`src/rtl/processador_param_pkg.sv`:
```
// processador_param_pkg: opcodes, FSM states and sizing helper shared by the multicycle core
package processador_param_pkg;
  localparam logic [3:0] OP_MV   = 4'h0;
  localparam logic [3:0] OP_MVI  = 4'h1;
  localparam logic [3:0] OP_ADD  = 4'h2;
  localparam logic [3:0] OP_SUB  = 4'h3;
  localparam logic [3:0] OP_LD   = 4'h4;
  localparam logic [3:0] OP_ST   = 4'h5;
  localparam logic [3:0] OP_MVNZ = 4'h6;
  localparam logic [3:0] OP_AND  = 4'h7;
  typedef enum logic [2:0] {IDLE, FETCH, DECODE, EX1, EX2} state_t;
  function automatic int clog2(input int n);
    int r;
    r = 0;
    while ((1 << r) < n) r++;
    return r;
  endfunction
endpackage

```
`src/rtl/banco_registradores_param.sv`:
```
// banco_registradores_param: NREGS x DATA_W register file whose top entry doubles as the PC
module banco_registradores_param #(
  parameter int DATA_W = 16,
  parameter int NREGS = 8,
  parameter int RSEL_W = 3,
  parameter logic [DATA_W-1:0] RESET_PC = '0
) (
  input  logic              clk,
  input  logic              rst,
  input  logic              we_i,
  input  logic              pc_inc_i,
  input  logic [RSEL_W-1:0] waddr_i,
  input  logic [DATA_W-1:0] wdata_i,
  input  logic [RSEL_W-1:0] rx_sel_i,
  input  logic [RSEL_W-1:0] ry_sel_i,
  output logic [DATA_W-1:0] rx_o,
  output logic [DATA_W-1:0] ry_o,
  output logic [DATA_W-1:0] pc_o
);
  logic [DATA_W-1:0] r_q [NREGS];
  // the explicit write is issued after the increment so it wins when both target the PC
  always_ff @(posedge clk) begin
    if (rst) begin
      for (int i = 0; i < NREGS; i++) r_q[i] <= '0;
      r_q[NREGS-1] <= RESET_PC;
    end else begin
      if (pc_inc_i) r_q[NREGS-1] <= r_q[NREGS-1] + DATA_W'(1);
      if (we_i) r_q[waddr_i] <= wdata_i;
    end
  end
  assign rx_o = r_q[rx_sel_i];
  assign ry_o = r_q[ry_sel_i];
  assign pc_o = r_q[NREGS-1];
endmodule

```
`src/rtl/processador_multiciclo_param.sv`:
```
// processador_multiciclo_param: parametrised multicycle core with a single req/ack memory port
module processador_multiciclo_param
  import processador_param_pkg::*;
#(
  parameter int DATA_W = 16,
  parameter int NREGS = 8,
  parameter int ADDR_W = 6,
  parameter int RESET_PC = 0
) (
  input  logic              Clock,
  input  logic              Reset,
  input  logic              Run,
  output logic              mem_req,
  output logic              mem_we,
  output logic [ADDR_W-1:0] mem_addr,
  output logic [DATA_W-1:0] mem_wdata,
  input  logic              mem_ack,
  input  logic [DATA_W-1:0] mem_rdata,
  output logic              Done,
  output logic              Err,
  output logic              Zflag,
  output logic [DATA_W-1:0] pc,
  output logic [DATA_W-1:0] Rx_data,
  output logic [DATA_W-1:0] Ry_data
);
  localparam int RSEL_W = clog2(NREGS);
  localparam int IR_W = 4 + 2 * RSEL_W;
  state_t state_q, state_d;
  logic [IR_W-1:0] ir_q, ir_d;
  logic [DATA_W-1:0] a_q, a_d, g_q, g_d, alu_y, rf_wdata;
  logic zflag_q, z_d, is_alu, ack, rf_we, pc_inc;
  logic [3:0] op;
  logic [RSEL_W-1:0] rx, ry;
  assign {op, rx, ry} = ir_q;
  assign is_alu = op inside {OP_ADD, OP_SUB, OP_AND};
  assign Zflag = zflag_q;
  banco_registradores_param #(
    .DATA_W(DATA_W), .NREGS(NREGS), .RSEL_W(RSEL_W), .RESET_PC(DATA_W'(RESET_PC))
  ) u_rf (
    .clk(Clock), .rst(Reset), .we_i(rf_we), .pc_inc_i(pc_inc), .waddr_i(rx), .wdata_i(rf_wdata),
    .rx_sel_i(rx), .ry_sel_i(ry), .rx_o(Rx_data), .ry_o(Ry_data), .pc_o(pc)
  );
  // state register
  always_ff @(posedge Clock) begin
    if (Reset) state_q <= IDLE;
    else state_q <= state_d;
  end
  // sequencing: a fetched instruction always completes, Run only gates the next fetch
  always_comb begin
    state_d = state_q;
    case (state_q)
      IDLE:    state_d = Run ? FETCH : IDLE;
      FETCH:   state_d = ack ? DECODE : FETCH;
      DECODE:  state_d = EX1;
      EX1:     state_d = is_alu ? EX2 : Done ? (Run ? FETCH : IDLE) : EX1;
      EX2:     state_d = Run ? FETCH : IDLE;
      default: state_d = IDLE;
    endcase
  end
  // memory port, completion pulses and register-file control decoded from state and opcode
  always_comb begin
    mem_req = state_q == FETCH || (state_q == EX1 && op inside {OP_MVI, OP_LD, OP_ST});
    mem_we = state_q == EX1 && op == OP_ST;
    mem_addr = (state_q == FETCH || op == OP_MVI) ? pc[ADDR_W-1:0] : Ry_data[ADDR_W-1:0];
    mem_wdata = Rx_data;
    ack = mem_req && mem_ack;
    Err = state_q == EX1 && op[3];
    Done = state_q == EX2 || (state_q == EX1 && (op inside {OP_MV, OP_MVNZ} || op[3] || ack));
    pc_inc = ack && (state_q == FETCH || op == OP_MVI);
    rf_we = state_q == EX2 || (state_q == EX1 && (op == OP_MV || (op == OP_MVNZ && !zflag_q) || (ack && op != OP_ST)));
    rf_wdata = state_q == EX2 ? g_q : (op inside {OP_MV, OP_MVNZ}) ? Ry_data : mem_rdata;
  end
  // datapath next values; sub is A + ~B + 1 so the adder is shared
  always_comb begin
    alu_y = op == OP_AND ? (a_q & Ry_data) : a_q + (op == OP_SUB ? ~Ry_data : Ry_data) + DATA_W'(op == OP_SUB);
    ir_d = (state_q == FETCH && ack) ? mem_rdata[IR_W-1:0] : ir_q;
    a_d = state_q == DECODE ? Rx_data : a_q;
    g_d = (state_q == EX1 && is_alu) ? alu_y : g_q;
    z_d = (state_q == EX1 && is_alu) ? (alu_y == '0) : zflag_q;
  end
  // datapath registers
  always_ff @(posedge Clock) begin
    if (Reset) begin
      ir_q <= '0;
      a_q <= '0;
      g_q <= '0;
      zflag_q <= 1'b0;
    end else begin
      ir_q <= ir_d;
      a_q <= a_d;
      g_q <= g_d;
      zflag_q <= z_d;
    end
  end
endmodule

```
`config.mk`:
```
export PLATFORM = sky130hd
export DESIGN_NAME = processador_multiciclo_param
export DESIGN_NICKNAME = d
export VERILOG_FILES = /design/src/rtl/processador_param_pkg.sv /design/src/rtl/banco_registradores_param.sv /design/src/rtl/processador_multiciclo_param.sv
export SDC_FILE = /design/constraint.sdc
export NUM_CORES = 1
export LEC_CHECK = 0
export CAP_MARGIN = 20
export CORE_ASPECT_RATIO = 0.6
export CORE_MARGIN = 2
export CORE_UTILIZATION = 55
export DETAILED_ROUTE_END_ITERATION = 7
export GPL_TIMING_DRIVEN = 0
export HOLD_SLACK_MARGIN = 0.1
export PLACE_DENSITY = 0.79
export SLEW_MARGIN = 0
export SYNTH_ARGS = -nofsm -noshare
export SYNTH_HDL_FRONTEND = slang
export SYNTH_SLANG_ARGS = --single-unit
```
`constraint.sdc`:
```
create_clock -name Clock -period 4.5 [get_ports Clock]
set_input_delay 1.35 -clock Clock [delete_from_list [all_inputs] [get_ports Clock]]
set_output_delay 1.35 -clock Clock [all_outputs]
set_load 0.05 [all_outputs]
```
# Yosys cells after proc, flatten, opt, wreduce, memory -nomap -nowiden
# Memory sizes are Yosys's and may differ from the RTL's. A register that Yosys moved wholly into a read port is not among the register bits.
# Cells that the tools add are included.
# W data, S select, Z words.
classes:
  addsub: 3
  n_mul: 0
  n_div: 0
  n_lt_le_gt_ge: 0
  n_eq_ne: 13
  shift: 0
  mux: 27
  bitwise: 7
  reduce_logical: 28
ops:
  columns: ["cell", "n"]
  rows:
  - ["$mux W16", 7]
  - ["$mux W3", 7]
  - ["$add A16 B1 Y16", 1]
  - ["$add A16 B1 Y16 const B", 1]
  - ["$add A16 B16 Y16", 1]
  - ["$and A16 B16 Y16", 1]
  - ["$eq A4 B3 Y1 const B", 4]
  - ["$logic_not A16 Y1", 1]
  - ["$not A16 Y16", 1]
  - ["$reduce_or A16 Y1", 1]
  - ["$pmux W3 S4", 1]
  - ["$logic_and A1 B1 Y1", 11]
  - ["$mux W1", 10]
  - ["$eq A4 B2 Y1 const B", 2]
  - ["$logic_or A1 B1 Y1", 8]
  - ["$eq A3 B2 Y1 const B", 2]
  - ["$mux W6", 1]
  - ["$reduce_bool A3 Y1", 2]
  - ["$eq A4 B1 Y1 const B", 1]
  - ["$logic_not A4 Y1", 1]
  - ["$ne A4 B3 Y1 const B", 1]
  - ["$eq A3 B1 Y1 const B", 1]
  - ["$eq A3 B3 Y1 const A", 1]
  - ["$eq A3 B3 Y1 const B", 1]
  - ["8 further kinds", 10]
word_totals:
  register_bits: 46
  latchBits: 0
  ram_bits: 128
  mem_bits_ro: 0
  in_bits: 20
  wordCells: 84
  n_memories: 1
mem_list:
  columns: ["name", "depth", "width", "rd", "rd_ports_with_merged_regs", "wr", "line_no", "source"]
  rows:
  - ["u_rf.r_q", 8, 16, 3, 2, 8, "banco_registradores_param.sv:20", "logic [DATA_W-1:0] r_q [NREGS];"]

# Longest topological paths before layout
# Gate-level depths: netlist of the first run.
logic_depth:
  depth_word: 15
  depth_mapped: 17
  mapped_depth_nobuf: 16

# Modules after synthesis
# From an unflattened synthesis of the first run, not the netlist that was laid out.
hier_totals:
  hier_cells: 927
  hier_area_um2: 10760.3
modules_own_cells:
  columns: ["module", "n_inst", "cells_per_inst", "area_each_um2", "seq_area_each_um2"]
  rows:
  - ["banco_registradores_param", 1, 459, 7309.5, 3843.7]
  - ["processador_multiciclo_param", 1, 468, 3450.8, 920.9]

# Worst setup path after synthesis of the first run
# OpenSTA, ideal clock, no wires.
synth_path:
  path_kind: "register to register"
  start: "register (tool-made name)"
  end: "register g_q[15]"
  setup_time_ns: 0.137
  arrival_ns: 3.999
  t_required_ns: 4.363
  setup_slack_ns: 0.364
  stages_incl_launch_ff: 18
  synth_period_minus_slack_ns: 4.136
  path_cell_list: "dfxtp_1 -> buf_6 -> buf_2 -> buf_1 -> mux4_2 -> mux2_2 -> xor2_1 -> ha_1 -> a21o_1 -> a21o_1 -> a21oi_1 -> o21a_1 -> o211ai_2 -> a31o_4 -> xnor2_1 -> mux2_4 -> a31oi_4 -> a211oi_1"
synth_rtl:
  columns: ["element", "line_no", "source"]
  rows:
  - ["to (signal assigned)", "processador_multiciclo_param.sv:91", "g_q <= g_d;"]
  - ["to (decl)", "processador_multiciclo_param.sv:30", "logic [DATA_W-1:0] a_q, a_d, g_q, g_d, alu_y, rf_wdata;"]

==> results of run 1 <==
==> worst max-delay path, cell delays in order, from the launching register on <==
cell and delay (ps):
sky130_fd_sc_hd__dfxtp_1 320, sky130_fd_sc_hd__buf_6 130, sky130_fd_sc_hd__buf_2 300, sky130_fd_sc_hd__mux4_2 350, sky130_fd_sc_hd__mux2_2 340, sky130_fd_sc_hd__xor2_1 180
sky130_fd_sc_hd__fa_1 430, sky130_fd_sc_hd__a211oi_1 330, sky130_fd_sc_hd__o21bai_2 180, sky130_fd_sc_hd__a21oi_2 220, sky130_fd_sc_hd__a21oi_1 160, sky130_fd_sc_hd__a41oi_2 340
sky130_fd_sc_hd__a21oi_1 130, sky130_fd_sc_hd__xnor2_1 140, sky130_fd_sc_hd__o21ai_0 370, sky130_fd_sc_hd__nor4_2 130, sky130_fd_sc_hd__a31o_1 240
==> synthesized netlist by cell type (19+ instances only) <==
library cell	n	area share, %
sky130_fd_sc_hd__nor2_1	196	7.2
sky130_fd_sc_hd__edfxtp_1	128	38
sky130_fd_sc_hd__mux4_2	63	14
sky130_fd_sc_hd__nand2_1	53	1.9
sky130_fd_sc_hd__dfxtp_1	52	10
sky130_fd_sc_hd__a21oi_1	49	2.4
sky130_fd_sc_hd__clkbuf_1	40	1.5
sky130_fd_sc_hd__mux2_2	35	3.8
sky130_fd_sc_hd__nand3_1	33	1.6
sky130_fd_sc_hd__o21ai_0	30	1.5
sky130_fd_sc_hd__nor3_1	25	1.2
sky130_fd_sc_hd__xor2_1	23	2.0
sky130_fd_sc_hd__mux2i_1	22	2.1
sky130_fd_sc_hd__xnor2_1	19	1.6
==> registers in the layout, summed over array words and instances, names as in the netlist, named ones only <==
register  flops
state_q       3
g_q          16
Zflag         1
ir_q         10
a_q          16
u_rf.r_q    128
==> layout by cell type (no fill, tap or decap), drive strengths merged, types with 2 or more instances in the layout <==
cell and instances:
a211o 2, a211oi 11, a21o 6, a21oi 49, a31o 2, a31oi 6, and2 4, and3 9
and4bb 2, buf 33, clkbuf 61, clkdlybuf4s50 74, clkinv 3, dfxtp 52, dlygate4sd2 18, edfxtp 128
ha 17, inv 18, mux2 36, mux2i 23, mux4 63, nand2 53, nand2b 10, nand3 33
nand4 2, nor2 196, nor2b 7, nor3 25, nor3b 2, nor4 2, o211ai 2, o21a 2
o21ai 34, o21bai 2, o31ai 2, or3 3, xnor2 19, xor2 23
==> path summary, 6_finish.rpt <==
check	endpoint	slack [ps]	depth (start not counted)
worst max-delay path	Zflag	90	16
worst min-delay path	ir_q[2]	460	2
worst max register to register	Zflag	90	16
worst min register to register	ir_q[2]	460	2
==> through the flow <==
stage	instances	power [mW]	instance area (um2)
6_report	1285	4.409	12130
5_1_grt	1285	4.516	12130
4_1_cts	1287	4.365	12060
3_5_place_dp	1256	2.982	11490
3_3_place_gp	1256	2.962	11490
2_1_floorplan	922	2.638	10250
==> layout make-up <==
type	count	area, um2	share of cell area [%]
buffer	71	401.6	3.311
clock buffer	21	481.7	3.971
clock inverter	11	70.07	0.5776
inverter	10	37.54	0.3094
multi-input combinational	658	5044	41.58
sequential	180	4885	40.27
tap	240	300.3	2.475
timing repair buffer	94	910.9	7.509
==> power by group through the flow <==
stage | clock network, mW | registers (mW) | logic, mW
after floorplan | 0 | 1.92 | 0.716
after global placement | 0 | 1.91 | 1.05
after detailed placement | 0 | 1.91 | 1.07
after CTS | 1.42 | 1.88 | 1.06
after global routing | 1.49 | 1.89 | 1.14
final | 1.44 | 1.88 | 1.08
==> layer usage <==
metal / vias up / share of wire [%]
met5: - / 0
met4: 0 / 2.4
met3: 68 / 13
met2: 585 / 44
met1: 4148 / 41
li1: 3583 / -
==> cells by family (layout without fill, tap and decap cells) <==
family                     count (synthesis)  in the layout  synth area share (%)
AOI/OAI and AO/OA                        122            122                 7.263
xor gates and xnor gates                  42             42                 3.589
adders and majority gates                 18             18                 2.270
buffers and inverters                     84            207                 3.918
DFF                                      180            180                 47.66
muxes                                    122            122                 20.12
and+or+nand+nor                          354            354                 15.19
==> timing repair <==
action,CTS,global route
pin swaps,0,0
hold endpoints to repair,0,0
setup buffers,0,0
resized for setup,49,32
setup endpoints to repair,46,148
==> flow_summary.json, run 1 <==
{
  "outcome": "finished, final reports clean",
  "hold_class": "reg -> reg",
  "die_area_mm2": 0.01978,
  "post_synth_inst_count": 922,
  "final_antenna_diode_count": 0,
  "worst_skew_pair.late_latency_ps": 440,
  "clk_pin_slew_worst_paths_ps": 70,
  "setup_tns_ps": 0,
  "yosysWarningCount": 0,
  "antenna_left": 0,
  "post-route-drc-count": 0,
  "finalWorstPathRequiredPeriod_ps": 4407,
  "cts_hold_repair.buffers": 0,
  "whs_ps": 462.3,
  "grt_antenna_before_repair": 0,
  "dieHeight_um": 109.7,
  "worst_slew_pin_tran_ps": 994.9,
  "yosysSeqAreaShare_pct": 47.66,
  "timing_worst_setup_path_type": "reg -> reg",
  "ys_seq_elements": 180,
  "maxSlewViolCount": 0,
  "leakage_nw": 4.486,
  "hold_viol_final": 0,
  "power.sequential.fraction_pct": 42.7,
  "final_net_count": 1070,
  "power.share.clock_pct": 32.8,
  "setup_viol": 0,
  "share_comb_of_total_power_pct": 24.5,
  "route.final.wire_length_mm": 31.44,
  "cts_tree": "built",
  "clock.fmax_mhz": 226.9,
  "timing.max_slew.rel_slack_pct": 33.16,
  "cts_buffer_depth": 2,
  "count_of_input_and_output_buffers": 94,
  "fillers": 1406,
  "startpoint_type": "flop",
  "hp-start": "ir_q[2]",
  "place_congestion": 0.9393,
  "floorplan.initialDensity_pct": 56.43,
  "dieWidth_um": 180.2,
  "clk_root_buffer_cell": "sky130_fd_sc_hd__clkbuf_16",
  "pwr_density_cell_mw_per_mm2": 363.5,
  "use_met3_pct": 9.407,
  "setup.worst_path.end_class": "flop",
  "synth-main-ff-cell": "sky130_fd_sc_hd__edfxtp_1",
  "synth-edff-count": 128,
  "number_of_global_route_vias_before_repair": 8075,
  "post-place-ws_ps": -559.8,
  "timing.final.ws_setup_ps": 92.65,
  "global_route.usage.met1_pct": 45.29,
  "syn2layout_area_growth_pct": 18.35,
  "finish.utilization_pct": 66.79,
  "gr-max-usage-layer": "met2",
  "rows": 38,
  "crit_path_max_fanout": 10,
  "critical_path_arrival_ps": 4740,
  "timing.max_cap.violations": 0,
  "routed-via-count": 8384,
  "post_synth_num_cell_types": 56,
  "cp_data_required_time_ps": 4830,
  "use_met2_pct": 48.26,
  "period_share_pct": 97.94,
  "avgViaCountPerCell": 6.525,
  "post_route_cells_drive_above_1_share_pct": 18.09,
  "grt_use_total_pct": 32.05,
  "irDropWorstVdd_mv": 0.3012,
  "io-pin-count": 95,
  "largest_net_degree_at_the_start_of_global_routing": 17,
  "drtIter0Drc": 1189,
  "drtPass1Iterations": 5,
  "final.setup_skew_ps": 15.63,
  "synth_nets": 960,
  "grt_remaining_overflow": 0,
  "grt_first_pass_wirelength_mm": 46.95,
  "cell_area_after_synthesis_mm2": 0.01025,
  "p_sw_mw": 1.436,
  "tritoncts.num_buffers": 17,
  "numClockSinks": 180,
  "postSynthAreaPerCell_um2": 11.12,
  "avgRoutedWirePerCell_um": 24.47,
  "dp_hpwl_mm": 22.83,
  "power.share.switching_pct": 32.57,
  "cts-htree-levels": 4,
  "synth_async_reset_ratio_pct": 0,
  "p_int_mw": 2.973,
  "core-area_mm2": 0.01816
}
Power figures use the tool's default switching activity.
==> run 2: changes to the inputs <==
--- a/config.mk
+++ b/config.mk
@@ -10,7 +10,7 @@
 export CORE_MARGIN = 2
 export CORE_UTILIZATION = 55
 export DETAILED_ROUTE_END_ITERATION = 7
-export GPL_TIMING_DRIVEN = 0
+export GPL_TIMING_DRIVEN = 1
 export HOLD_SLACK_MARGIN = 0.1
 export PLACE_DENSITY = 0.79
 export SLEW_MARGIN = 0
==> run 2 against run 1 <==
Flip-flop and latch count did not move. Die area did not move. Clock skew fell by 0.88 ps.
==> flow_summary.json, run 2 (synthesis gave the netlist of run 1 again) <==
{
  "routed-via-count": 8132,
  "hp-start": "g_q[2]",
  "pwr_density_cell_mw_per_mm2": 380.3,
  "grt_first_pass_wirelength_mm": 46.24,
  "drtIter0Drc": 1097,
  "post-place-ws_ps": 326.7,
  "final_antenna_diode_count": 0,
  "maxSlewViolCount": 0,
  "cts-htree-levels": 4,
  "worst_path_max_delay_cell": "sky130_fd_sc_hd__clkdlybuf4s50_1",
  "layout.cells.most_common_list": "sky130_fd_sc_hd__nor2_1 (196), sky130_fd_sc_hd__edfxtp_1 (128), sky130_fd_sc_hd__clkdlybuf4s50_1 (81)",
  "die_area_mm2": 0.01978,
  "flip_flop_count_of_the_largest_register_after_layout": 128,
  "startpoint_type": "flop",
  "timing_worst_setup_path_type": "reg -> out",
  "setup_tns_ps": 0,
  "worst_slew_pin_tran_ps": 964.5,
  "cts_hold_repair.buffers": 0,
  "grt_remaining_overflow": 0,
  "post-route-drc-count": 0,
  "worst_skew_pair.late_latency_ps": 440,
  "core-area_mm2": 0.01816,
  "critPathMaxStageDelay_ps": 740,
  "timing.max_cap.violations": 0,
  "timing.max_slew.rel_slack_pct": 35.46,
  "layout.cells.most_common": "sky130_fd_sc_hd__nor2_1",
  "period_share_pct": 97.26,
  "instances_no_fill": 1254,
  "dpl.cell_count": 1222,
  "top_register": "u_rf.r_q",
  "final.setup_skew_ps": 14.75,
  "setup_viol": 0,
  "drtPass1Iterations": 8,
  "tritoncts.num_buffers": 17,
  "grt_setup_unrepaired": "no",
  "crit_chain": "buf_12 -> buf_4 -> mux4_2 -> mux2i_1 -> inv_1 -> clkdlybuf4s50_1",
  "route.final.wire_length_mm": 30.26,
  "rows": 38,
  "grt_use_total_pct": 31.37,
  "outcome": "finished, final reports clean",
  "avgRoutedWirePerCell_um": 24.13,
  "cp_data_required_time_ps": 3150,
  "avgViaCountPerCell": 6.485,
  "hold_viol_final": 0,
  "finalWorstPathRequiredPeriod_ps": 4377,
  "grt_antenna_before_repair": 0,
  "antenna_left": 0,
  "whs_ps": 464.5,
  "clk_root_buffer_cell": "sky130_fd_sc_hd__clkbuf_16",
  "dieHeight_um": 109.7,
  "numClockSinks": 180,
  "critical_path_arrival_ps": 3030,
  "top_regs": "u_rf.r_q x128, a_q x16, g_q x16",
  "syn2layout_area_growth_pct": 18.73,
  "critical_path.top_delay_family": "buffers and inverters",
  "dieWidth_um": 180.2,
  "irDropWorstVdd_mv": 0.3224,
  "number_of_global_route_vias_before_repair": 7936,
  "hold_class": "reg -> reg",
  "post_route_cells_drive_above_1_share_pct": 19.63,
  "clk_pin_slew_worst_paths_ps": 70,
  "crit_path_max_fanout": 17,
  "io-pin-count": 95,
  "clock.fmax_mhz": 228.5,
  "timing.final.ws_setup_ps": 123.1,
  "place_congestion": 0.9937,
  "largest_net_degree_at_the_start_of_global_routing": 33,
  "cts_buffer_depth": 2,
  "setup.worst_path.end_class": "primary output",
  "cts_tree": "built",
  "cp_num_buf_inv": 4,
  "fillers": 1352,
  "dp_hpwl_mm": 20.78,
  "final_net_count": 1039,
  "count_of_input_and_output_buffers": 94,
  "power.total_mw": 4.628,
  "leakage_nw": 4.463,
  "floorplan.initialDensity_pct": 56.43
}
## run 2: changes by cell type in the layout (fill, tap and decap cells not counted), moves of 4 or more
cell / change
sky130_fd_sc_hd__nand2b_2: -7
sky130_fd_sc_hd__dlygate4sd2_1: -18
sky130_fd_sc_hd__bufinv_16: +5
sky130_fd_sc_hd__nand2b_1: +7
sky130_fd_sc_hd__inv_4: -4
sky130_fd_sc_hd__buf_1: -4
sky130_fd_sc_hd__buf_4: +25
sky130_fd_sc_hd__clkdlybuf4s50_1: +7
sky130_fd_sc_hd__buf_6: -5
sky130_fd_sc_hd__clkbuf_2: -5
sky130_fd_sc_hd__buf_12: +5
sky130_fd_sc_hd__clkinv_4: +4
sky130_fd_sc_hd__clkbuf_1: -32
## run 2: power breakdown
part	switching [mW]	leakage, nW	internal [mW]
logic	0.694	2.41	0.369
registers	0.0604	1.74	1.83
clock network	0.680	0.313	0.994
total	1.43	4.46	3.19
## run 2: path summary, 6_finish.rpt
path | end | slack, ps | cells after the start
max | Ry_data[15] | 120 | 6
min | g_q[2] | 460 | 2
max reg2reg | Zflag | 290 | 14
min reg2reg | g_q[2] | 460 | 2
## run 2: cell type report
class | instances | area [um2] | share of cell area [%]
Timing Repair Buffer | 134 | 1269 | 10.43
Clock inverter | 14 | 222.7 | 1.830
Clock buffer | 18 | 429.2 | 3.527
Sequential cell | 180 | 4891 | 40.19
Inverter | 10 | 37.54 | 0.3085
Tap cell | 240 | 300.3 | 2.468
Multi-Input combinational cell | 658 | 5020 | 41.25
## run 2: worst register-to-register path, stage by stage, from the launching register on
cell                        delay (ps)
sky130_fd_sc_hd__dfxtp_1           470
sky130_fd_sc_hd__buf_12            200
sky130_fd_sc_hd__mux4_2            490
sky130_fd_sc_hd__mux2_2            330
sky130_fd_sc_hd__xor2_1            160
sky130_fd_sc_hd__ha_1              400
sky130_fd_sc_hd__a21o_1            210
sky130_fd_sc_hd__or3_1             400
sky130_fd_sc_hd__o21ai_1           350
sky130_fd_sc_hd__xor2_1            180
sky130_fd_sc_hd__o21ai_0           100
sky130_fd_sc_hd__and4bb_1          320
sky130_fd_sc_hd__nand4bb_1         150
sky130_fd_sc_hd__nor4_2            220
sky130_fd_sc_hd__a31o_1            180
## run 2: timing repair
action / in CTS / in global routing
resized for setup: 0 / 5
endpoints found under the hold margin: 0 / 0
endpoints found under the setup margin: 0 / 2
buffers inserted: 0 / 0
## run 2: metrics by stage
step           util [%]  instance area, um2
2_1_floorplan         -               10250
3_3_place_gp      63.30               11500
3_5_place_dp      63.30               11500
4_1_cts           66.88               12150
5_1_grt           67.00               12170
6_report          67.00               12170
## run 2: layer usage
layer | track usage [%] | vias up | wire length [um]
li1 | - | 3523 | -
met3 | 8.016 | 53 | 3883
met1 | 43.50 | 3969 | 12090
met5 | 0 | - | 0
met4 | 8.410 | 0 | 610
met2 | 49.89 | 587 | 13680
